--- src/rtl/latch_sync_edge_pkg.sv ---
// Shared types and parameter-range limits for the latch synchronizer / edge-event block.
package latch_sync_edge_pkg;

  localparam int unsigned SYNC_MIN   = 2;
  localparam int unsigned SYNC_MAX   = 4;
  localparam int unsigned FILT_MIN   = 1;
  localparam int unsigned FILT_MAX   = 15;
  localparam int unsigned FILT_CNT_W = 4;

  typedef enum logic {
    StIdle,
    StHold
  } ev_state_e;

endpackage

--- src/rtl/latch_sync_edge_sync_chain.sv ---
// Multi-flop synchronizer bringing an asynchronous level into the C domain.
module sync_chain
  import latch_sync_edge_pkg::*;
#(
  parameter logic        INIT        = 1'b0,
  parameter int unsigned SYNC_STAGES = 2
) (
  input  logic C,
  input  logic CLR,
  input  logic D,
  output logic S
);

  if (SYNC_STAGES < SYNC_MIN || SYNC_STAGES > SYNC_MAX) begin : gen_stage_range_err
    $error("sync_chain: SYNC_STAGES out of range");
  end

  logic [SYNC_STAGES-1:0] sync_q;

  always_ff @(posedge C or posedge CLR) begin
    if (CLR) begin
      sync_q <= {SYNC_STAGES{INIT}};
    end else begin
      sync_q <= {sync_q[SYNC_STAGES-2:0], D};
    end
  end

  assign S = sync_q[SYNC_STAGES-1];

endmodule

--- src/rtl/latch_sync_edge.sv ---
// Synchronizes and debounces an asynchronous level, flags its edges and offers each edge
// as a single-entry valid/ready event with a sticky overflow flag for dropped events.
module latch_sync_edge
  import latch_sync_edge_pkg::*;
#(
  parameter logic        INIT        = 1'b0,
  parameter int unsigned SYNC_STAGES = 2,
  parameter int unsigned FILT_LEN    = 4,
  parameter int unsigned CNT_W       = 8
) (
  input  logic             C,
  input  logic             CLR,
  input  logic             D,
  input  logic             CE,
  output logic             Q,
  output logic             RISE,
  output logic             FALL,
  output logic             EV_VLD,
  input  logic             EV_RDY,
  output logic             EV_DIR,
  output logic [CNT_W-1:0] EV_CNT,
  output logic             OVF,
  input  logic             OVF_CLR
);

  if (SYNC_STAGES < SYNC_MIN || SYNC_STAGES > SYNC_MAX) begin : gen_sync_range_err
    $error("latch_sync_edge: SYNC_STAGES out of range");
  end
  if (FILT_LEN < FILT_MIN || FILT_LEN > FILT_MAX) begin : gen_filt_range_err
    $error("latch_sync_edge: FILT_LEN out of range");
  end
  if (CNT_W < 1) begin : gen_cnt_w_err
    $error("latch_sync_edge: CNT_W must be at least 1");
  end

  logic                  s;
  logic [FILT_CNT_W-1:0] filt_cnt_q, filt_cnt_d;
  logic [FILT_CNT_W:0]   filt_inc;
  logic                  q_q, q_d;
  logic                  rise_q, rise_d;
  logic                  fall_q, fall_d;
  logic [CNT_W-1:0]      edge_cnt_q, edge_cnt_d;
  ev_state_e             state_q, state_d;
  logic                  ev_dir_q, ev_dir_d;
  logic [CNT_W-1:0]      ev_cnt_q, ev_cnt_d;
  logic                  ovf_q, ovf_d;
  logic                  trans;
  logic                  ev_load;
  logic                  ovf_set;

  sync_chain #(
    .INIT        (INIT),
    .SYNC_STAGES (SYNC_STAGES)
  ) u_sync (
    .C   (C),
    .CLR (CLR),
    .D   (D),
    .S   (s)
  );

  // Q only follows S after FILT_LEN consecutive enabled cycles of disagreement.
  always_comb begin
    filt_cnt_d = filt_cnt_q;
    q_d        = q_q;
    trans      = 1'b0;
    filt_inc   = {1'b0, filt_cnt_q} + 5'd1;
    if (CE) begin
      if (s != q_q) begin
        if (filt_inc == 5'(FILT_LEN)) begin
          q_d        = s;
          filt_cnt_d = '0;
          trans      = 1'b1;
        end else begin
          filt_cnt_d = filt_inc[FILT_CNT_W-1:0];
        end
      end else begin
        filt_cnt_d = '0;
      end
    end
  end

  always_comb begin
    rise_d     = trans & s;
    fall_d     = trans & ~s;
    edge_cnt_d = trans ? edge_cnt_q + CNT_W'(1) : edge_cnt_q;
  end

  // Event FSM next state; a transition that meets an unacknowledged event is dropped.
  always_comb begin
    state_d = state_q;
    ev_load = 1'b0;
    ovf_set = 1'b0;
    unique case (state_q)
      StIdle: begin
        if (trans) begin
          state_d = StHold;
          ev_load = 1'b1;
        end
      end
      StHold: begin
        if (EV_RDY) begin
          if (trans) begin
            ev_load = 1'b1;
          end else begin
            state_d = StIdle;
          end
        end else if (trans) begin
          ovf_set = 1'b1;
        end
      end
      default: state_d = StIdle;
    endcase
  end

  always_comb begin
    ev_dir_d = ev_load ? s : ev_dir_q;
    ev_cnt_d = ev_load ? edge_cnt_d : ev_cnt_q;
    ovf_d    = ovf_set | (ovf_q & ~OVF_CLR);
  end

  always_ff @(posedge C or posedge CLR) begin
    if (CLR) begin
      filt_cnt_q <= '0;
      q_q        <= INIT;
      rise_q     <= 1'b0;
      fall_q     <= 1'b0;
      edge_cnt_q <= '0;
    end else begin
      filt_cnt_q <= filt_cnt_d;
      q_q        <= q_d;
      rise_q     <= rise_d;
      fall_q     <= fall_d;
      edge_cnt_q <= edge_cnt_d;
    end
  end

  always_ff @(posedge C or posedge CLR) begin
    if (CLR) begin
      state_q  <= StIdle;
      ev_dir_q <= 1'b0;
      ev_cnt_q <= '0;
      ovf_q    <= 1'b0;
    end else begin
      state_q  <= state_d;
      ev_dir_q <= ev_dir_d;
      ev_cnt_q <= ev_cnt_d;
      ovf_q    <= ovf_d;
    end
  end

  always_comb begin
    EV_VLD = (state_q == StHold);
  end

  assign Q      = q_q;
  assign RISE   = rise_q;
  assign FALL   = fall_q;
  assign EV_DIR = ev_dir_q;
  assign EV_CNT = ev_cnt_q;
  assign OVF    = ovf_q;

endmodule

--- config.mk ---
export PLATFORM = sky130hd
export DESIGN_NAME = latch_sync_edge
export DESIGN_NICKNAME = d
export VERILOG_FILES = /design/src/rtl/latch_sync_edge_pkg.sv /design/src/rtl/latch_sync_edge_sync_chain.sv /design/src/rtl/latch_sync_edge.sv
export SDC_FILE = /design/constraint.sdc
export NUM_CORES = 1
export LEC_CHECK = 0
export ABC_AREA = 1
export CORE_MARGIN = 2
export CORE_UTILIZATION = 50
export CTS_CLUSTER_SIZE = 16
export DETAILED_ROUTE_END_ITERATION = 8
export GPL_TIMING_DRIVEN = 0
export PLACE_DENSITY = 0.75
export SYNTH_ARGS = -nofsm -noshare
export SYNTH_HDL_FRONTEND = slang
export SYNTH_SLANG_ARGS = --single-unit
--- constraint.sdc ---
create_clock -name C -period 2 [get_ports C]
set_input_delay 0.3 -clock C [delete_from_list [all_inputs] [get_ports C]]
set_output_delay 0.3 -clock C [all_outputs]
set_load 0.01 [all_outputs]
# After elaboration in Yosys (flattened, before gate mapping)
# Index checks and enable logic that the tools add are counted.
# W data, S select, Z words.
[word_totals]
out_inout_bits = 14
register_bits = 28
elab_cells = 35
in_bits = 6
[op_classes]
bitwise_logic = 7
n_eq_ne = 2
reduce_logical = 1
mux = 13
add_sub_neg = 2
[op_table]
columns = ["operator", "count"]
rows = [
  ["$add A8 B1 Y8 const B", 1],
  ["$mux W1", 8],
  ["$mux W4", 2],
  ["$mux W8", 1],
  ["$add A4 B1 Y5 const B", 1],
  ["$eq A5 B3 Y1 const B", 1],
  ["$pmux W1 S2", 2],
  ["$and A1 B1 Y1", 3],
  ["$not A1 Y1", 3],
  ["$reduce_and A3 Y1", 1],
  ["$ne A1 B1 Y1", 1],
  ["$or A1 B1 Y1", 1],
]

# Longest topological paths before layout
[logic_depth]
word_depth = 9
ltp_mapped = 9
depth_no_buf = 8

# By module
# A second synthesis with hierarchy kept.
[unflattened]
cells_unflattened = 138
hier_area_um2 = 1239.9
[by_module_without_submodules]
columns = ["mod", "instances", "area_per_inst_um2", "seq_area_each_um2", "cells_per_inst"]
rows = [
  ["latch_sync_edge", 1, 1186.1, 650.6, 135],
  ["sync_chain", 1, 53.8, 50.0, 3],
]

# Worst setup path after synthesis
# OpenSTA, ideal clock, no wires.
[synth_path]
path_kind = "reg2reg"
startpoint = "register filt_cnt_q[0]"
endpoint = "register ev_dir_q, in the netlist EV_DIR"
arrival_time_ps = 1255
setup_slack_ps = 627
stages_incl_launch_ff = 10
synth_period_minus_slack_ps = 1373
required_ps = 1882
setup_ps = 118
path_buffers = 1
cell_sequence = "dfrtp_1 -> ha_1 -> nand3_1 -> inv_1 -> nand2_4 -> nor2_8 -> inv_2 -> buf_6 -> nand2_1 -> o21ai_2"
[synth_between]
elab_chain_cells = 8
[synth_lines]
columns = ["element", "line", "rtl"]
rows = [
  ["start: declaration", "latch_sync_edge.sv:37", "logic [FILT_CNT_W-1:0] filt_cnt_q, filt_cnt_d;"],
  ["start signal: assignment", "latch_sync_edge.sv:129", "filt_cnt_q <= filt_cnt_d;"],
  ["$add A4 B1 Y5 *", "latch_sync_edge.sv:66", "filt_inc = {1'b0, filt_cnt_q} + 5'd1;"],
  ["$eq A5 B3 Y1 *", "latch_sync_edge.sv:69", "if (filt_inc == 5'(FILT_LEN)) begin"],
  ["$mux W1 *", "latch_sync_edge.sv:69", ""],
  ["$mux W1 *", "latch_sync_edge.sv:68", "if (s != q_q) begin"],
  ["$mux W1 *", "latch_sync_edge.sv:67", "if (CE) begin"],
  ["$mux W1 *", "latch_sync_edge.sv:95, latch_sync_edge.sv:102", ""],
  ["$mux W1", "latch_sync_edge.sv:101", "if (EV_RDY) begin"],
  ["$pmux W1 S2 *", "latch_sync_edge.sv:93", "unique case (state_q)"],
  ["end signal: assignment", "latch_sync_edge.sv:145", "ev_dir_q <= ev_dir_d;"],
  ["end: declaration", "latch_sync_edge.sv:44", "logic ev_dir_q, ev_dir_d;"],
]
# Every way passes the cells marked *; elsewhere a longest branch is shown, timed or not.
# A chain may end at the register's enable or synchronous reset.

# Worst setup path in the final report
[layout_path]
startpoint = "register filt_cnt_q[1]"
endpoint = "register ev_dir_q, in the netlist EV_DIR"
# The elaborated chain is that of the path after synthesis.

==> results.sh <==
export IMPL_outcome="finished, final reports clean"
export IMPL_firstDrtPassIters=6
export IMPL_design_final_nets=167
export IMPL_ff2ff_path_depth=9
export IMPL_power_switching_w=0.000425
export IMPL_areaGrowthSynthToFinish_pct=20.1
export IMPL_cts_htree_levels=1
export IMPL_clkSinkCount=28
export IMPL_min_delay_path_depth=0
export IMPL_routedWlPerCell_um=11.5
export IMPL_yosysMostFrequentCell="nand2_1"
export IMPL_tightest_slew_ns=1.04
export IMPL_path_depth=9
export IMPL_drc=0
export IMPL_final_report_setup_violation_count=0
export IMPL_drv_max_cap_violation_count=0
export IMPL_cts_setup_buffers=0
export IMPL_dieWidth_um=53.9
export IMPL_clock_tree_root_cell="clkbuf_4"
export IMPL_synth_largest_type_area_fraction_pct=56.3
export IMPL_shortest_period_the_worst_path_allows_ns=1.58
export IMPL_area_of_combinational_cells_with_multiple_inputs_um2=464
export IMPL_grt_first_pass_wirelength_mm=3.77
export IMPL_via_count_of_the_first_global_routing_pass=925
export IMPL_drive_gt1_share_pct=8.28
export IMPL_synth_yosys_seq_area_share_pct=56.3
export IMPL_gr_usage_all_layers_pct=18.1
export IMPL_number_of_cells_produced_by_synthesis=135
export IMPL_synth_top_flop_cell="dfrtp_1"
export IMPL_clock_tree_buffer_depth=2
export IMPL_initial_core_util_pct=51.6
export IMPL_comb_power_share_pct=29.8
export IMPL_synthesis_area_per_instance_um2=9.21
export IMPL_syn_area_um2=1240
export IMPL_ys_types=21
export IMPL_timing_rr_end="EV_DIR$_DFFE_PP0P_"
export IMPL_dr_first_iter_drc_count=14
export IMPL_critical_path_s_slowest_cell="dfrtp_1"
export IMPL_grt_overflow=0
export IMPL_timing_clock_skew_ns=0.00851
export IMPL_critical_path_n_buffers_inverters=3
export IMPL_final_min_period_over_clock_period_pct=79.2
export IMPL_post_cts_resize_count=0
export IMPL_finalMaxSlewViolations=0
export IMPL_setup_slack_ns=0.415
export IMPL_port_buffers=19
export IMPL_synth_commonest_cells="39 x nand2_1, 28 x dfrtp_1, 15 x inv_1, 14 x nand3_1, 9 x nor2_1"
export IMPL_critical_path_cell_chain="ha_1, nand3_1, inv_1, nand2_4, nor2_8, inv_2, buf_6, nand2_1, o21ai_2"
export IMPL_synth_enable_flop_cells=0
export IMPL_critPathLaunchType="register"
export IMPL_synth_nets=143
export IMPL_critical_path_top_delay_family="simple AND/OR/NAND/NOR gates"
export IMPL_clk_latency_worst_skew_pair_ns=0.32
export IMPL_cpPeakStageDelay_ns=0.41
export IMPL_synth_seq_cells=28
export IMPL_design_die_area_um2=2900
export IMPL_static_leakage_power_nw=0.719
export IMPL_ir_drop_mv=0.964
export IMPL_ys_warn_count=0
export IMPL_worst_r2r_setup_slack_ns=0.42
export IMPL_route_detailed_vias_per_inst=4.94
export IMPL_tritoncts="built"
export IMPL_placedCellCount=184
export IMPL_grt_max_degree=29
export IMPL_hold_crit_class="register to register"
export IMPL_class_of_the_most_critical_setup_path="register to register"
export IMPL_antenna_cells=0
export IMPL_final_hold_viol_count=0
export IMPL_std_cell_rows=18
export IMPL_post_dp_hpwl_mm=1.63
export IMPL_critical_path_max_fanout=10
export IMPL_timing_critical_path_to_type="register"
export IMPL_clk_pin_slew_worst_paths_ns=0.14
export IMPL_die_y_um=53.9
export IMPL_critical_path_arrival_ns=1.80
export IMPL_n_fill_cell=219
export IMPL_internal_power_w=0.000948
export IMPL_setup_tns_ns=0
export IMPL_maxClockFrequency_ghz=0.631
export IMPL_critical_path_required_ns=2.22
export IMPL_netlist_top_cell_by_area="dfrtp_1"
export IMPL_finalWeightedCongestion=0.754
export IMPL_power_share_clock_pct=16.2
export IMPL_detail_route_wirelength_mm=2.15
export IMPL_instances_no_fill=187
export IMPL_p_sw_share_pct=30.9
export IMPL_relSlewSlack_pct=30.3
export IMPL_core_area_um2=2410
export IMPL_seq_power_share_pct=53.9
export IMPL_drtAntennaViolNets=0
export IMPL_floorplan_io_pins=20
export IMPL_antenna_violations_before_repair=0
export IMPL_synth_top_cells_by_area="dfrtp_1 56%, nand2_1 12%, nand3_1 5.6%"
export IMPL_place_worst_setup_slack_ns=0.146
export IMPL_worst_r2r_startpoint="filt_cnt_q[1]$_DFFE_PP0P_"
export IMPL_post_cts_hold_buffer_count=0
export IMPL_number_of_buffers_created_by_cts=3
export IMPL_min_to="u_sync.sync_q[1]$_DFF_PP0_"
export IMPL_postSynth_asyncResetShare_pct=100
export IMPL_hold_path_start="u_sync.sync_q[0]$_DFF_PP0_"
export IMPL_rsz_0062_raised_after_global_routing="false"
export IMPL_regArea_um2=701
export IMPL_power_density_nw_per_um2=919
export IMPL_routed_via_count=924
logic make-up after synthesis:
| kind of cell | after synthesis | synth area share, % |
|---|---|---|
| and+or+nand+nor | 70 | 26.0 |
| DFF | 28 | 56.3 |
| buffers and inverters | 18 | 6.34 |
| AOI/OAI and AO/OA | 12 | 5.84 |
| xor gates and xnor gates | 5 | 3.52 |
| adders and majority gates | 2 | 2.01 |
state kept, by name (all words and copies together), names as in the netlist:
| signal | flops |
|---|---|
| EV_CNT | 8 |
| edge_cnt_q | 8 |
| filt_cnt_q | 4 |
| u_sync.sync_q | 2 |
| EV_DIR | 1 |
| EV_VLD | 1 |
| FALL | 1 |
| OVF | 1 |
| Q | 1 |
| RISE | 1 |
per-stage QoR:
| step | hold WS (ns) | utilization (%) | total power (W) | cell area (um2) |
|---|---|---|---|---|
| 6_report | 0.373 | 62.0 | 0.00137 | 1490 |
| 5_1_grt | 0.383 | 62.0 | 0.00147 | 1490 |
| 4_1_cts | 0.375 | 62.0 | 0.00139 | 1490 |
| 3_5_place_dp | 0.344 | 61.1 | 0.00117 | 1470 |
| 3_3_place_gp | 0.334 | 61.1 | 0.00115 | 1470 |
| 2_1_floorplan | 0.331 | - | 0.000972 | 1240 |
worst reg2reg max path: cells and delay by family (launching register included):
family / cells / cell delay, ns
AOI/OAI and AO/OA: 1 / 0.05
DFF: 1 / 0.41
adders and majority gates: 1 / 0.22
and+or+nand+nor: 4 / 0.44
buffers and inverters: 3 / 0.37
placed cells by master, fill, tap and decap left out, drive strengths merged:
| cell type | synthesis | layout |
|---|---|---|
| o22ai | 1 | 1 |
| clkdlybuf4s50 | 0 | 19 |
| inv | 16 | 16 |
| nor2 | 11 | 11 |
| nand3 | 14 | 14 |
| xnor2 | 4 | 4 |
| xor2 | 1 | 1 |
| nand2 | 41 | 41 |
| and2 | 3 | 3 |
| dfrtp | 28 | 28 |
| o21ai | 9 | 9 |
| clkbuf | 0 | 3 |
| ha | 2 | 2 |
| nor3 | 1 | 1 |
| buf | 2 | 2 |
| a21oi | 2 | 2 |
final cells by class:
type	instances	share of cell area [%]
timing repair buffer	19	12.7
clock buffer	3	1.51
multi-input combinational	89	31.1
inverter	16	4.02
buffer	2	1.26
sequential	28	46.9
tap	30	2.51
worst max path at each step:
stage                                   start                     to  slack (ns)
global placement                           CE     EV_DIR$_DFFE_PP0P_        0.14
global route        filt_cnt_q[0]$_DFFE_PP0P_  EV_CNT[3]$_DFFE_PP0P_        0.28
detailed placement                         CE     EV_DIR$_DFFE_PP0P_        0.15
floorplan           filt_cnt_q[0]$_DFFE_PP0P_     EV_DIR$_DFFE_PP0P_        0.63
CTS                 filt_cnt_q[1]$_DFFE_PP0P_     EV_DIR$_DFFE_PP0P_        0.41
finish              filt_cnt_q[1]$_DFFE_PP0P_     EV_DIR$_DFFE_PP0P_        0.42
layer usage:
layer	part of all wire, %	GRT usage (%)
met4	0.70	6.41
met3	2.6	3.33
met1	47	22.4
met2	50	31.3
met5	0	0
power groups by stage:
stage,registers [W],clock network [W],logic (W)
2_1_floorplan,0.000775,0,0.000197
3_3_place_gp,0.000748,0,0.000401
3_5_place_dp,0.000753,0,0.000416
4_1_cts,0.000742,0.000229,0.000418
5_1_grt,0.000755,0.000255,0.000459
6_report,0.000740,0.000223,0.000409
Power figures use the tool's default switching activity.
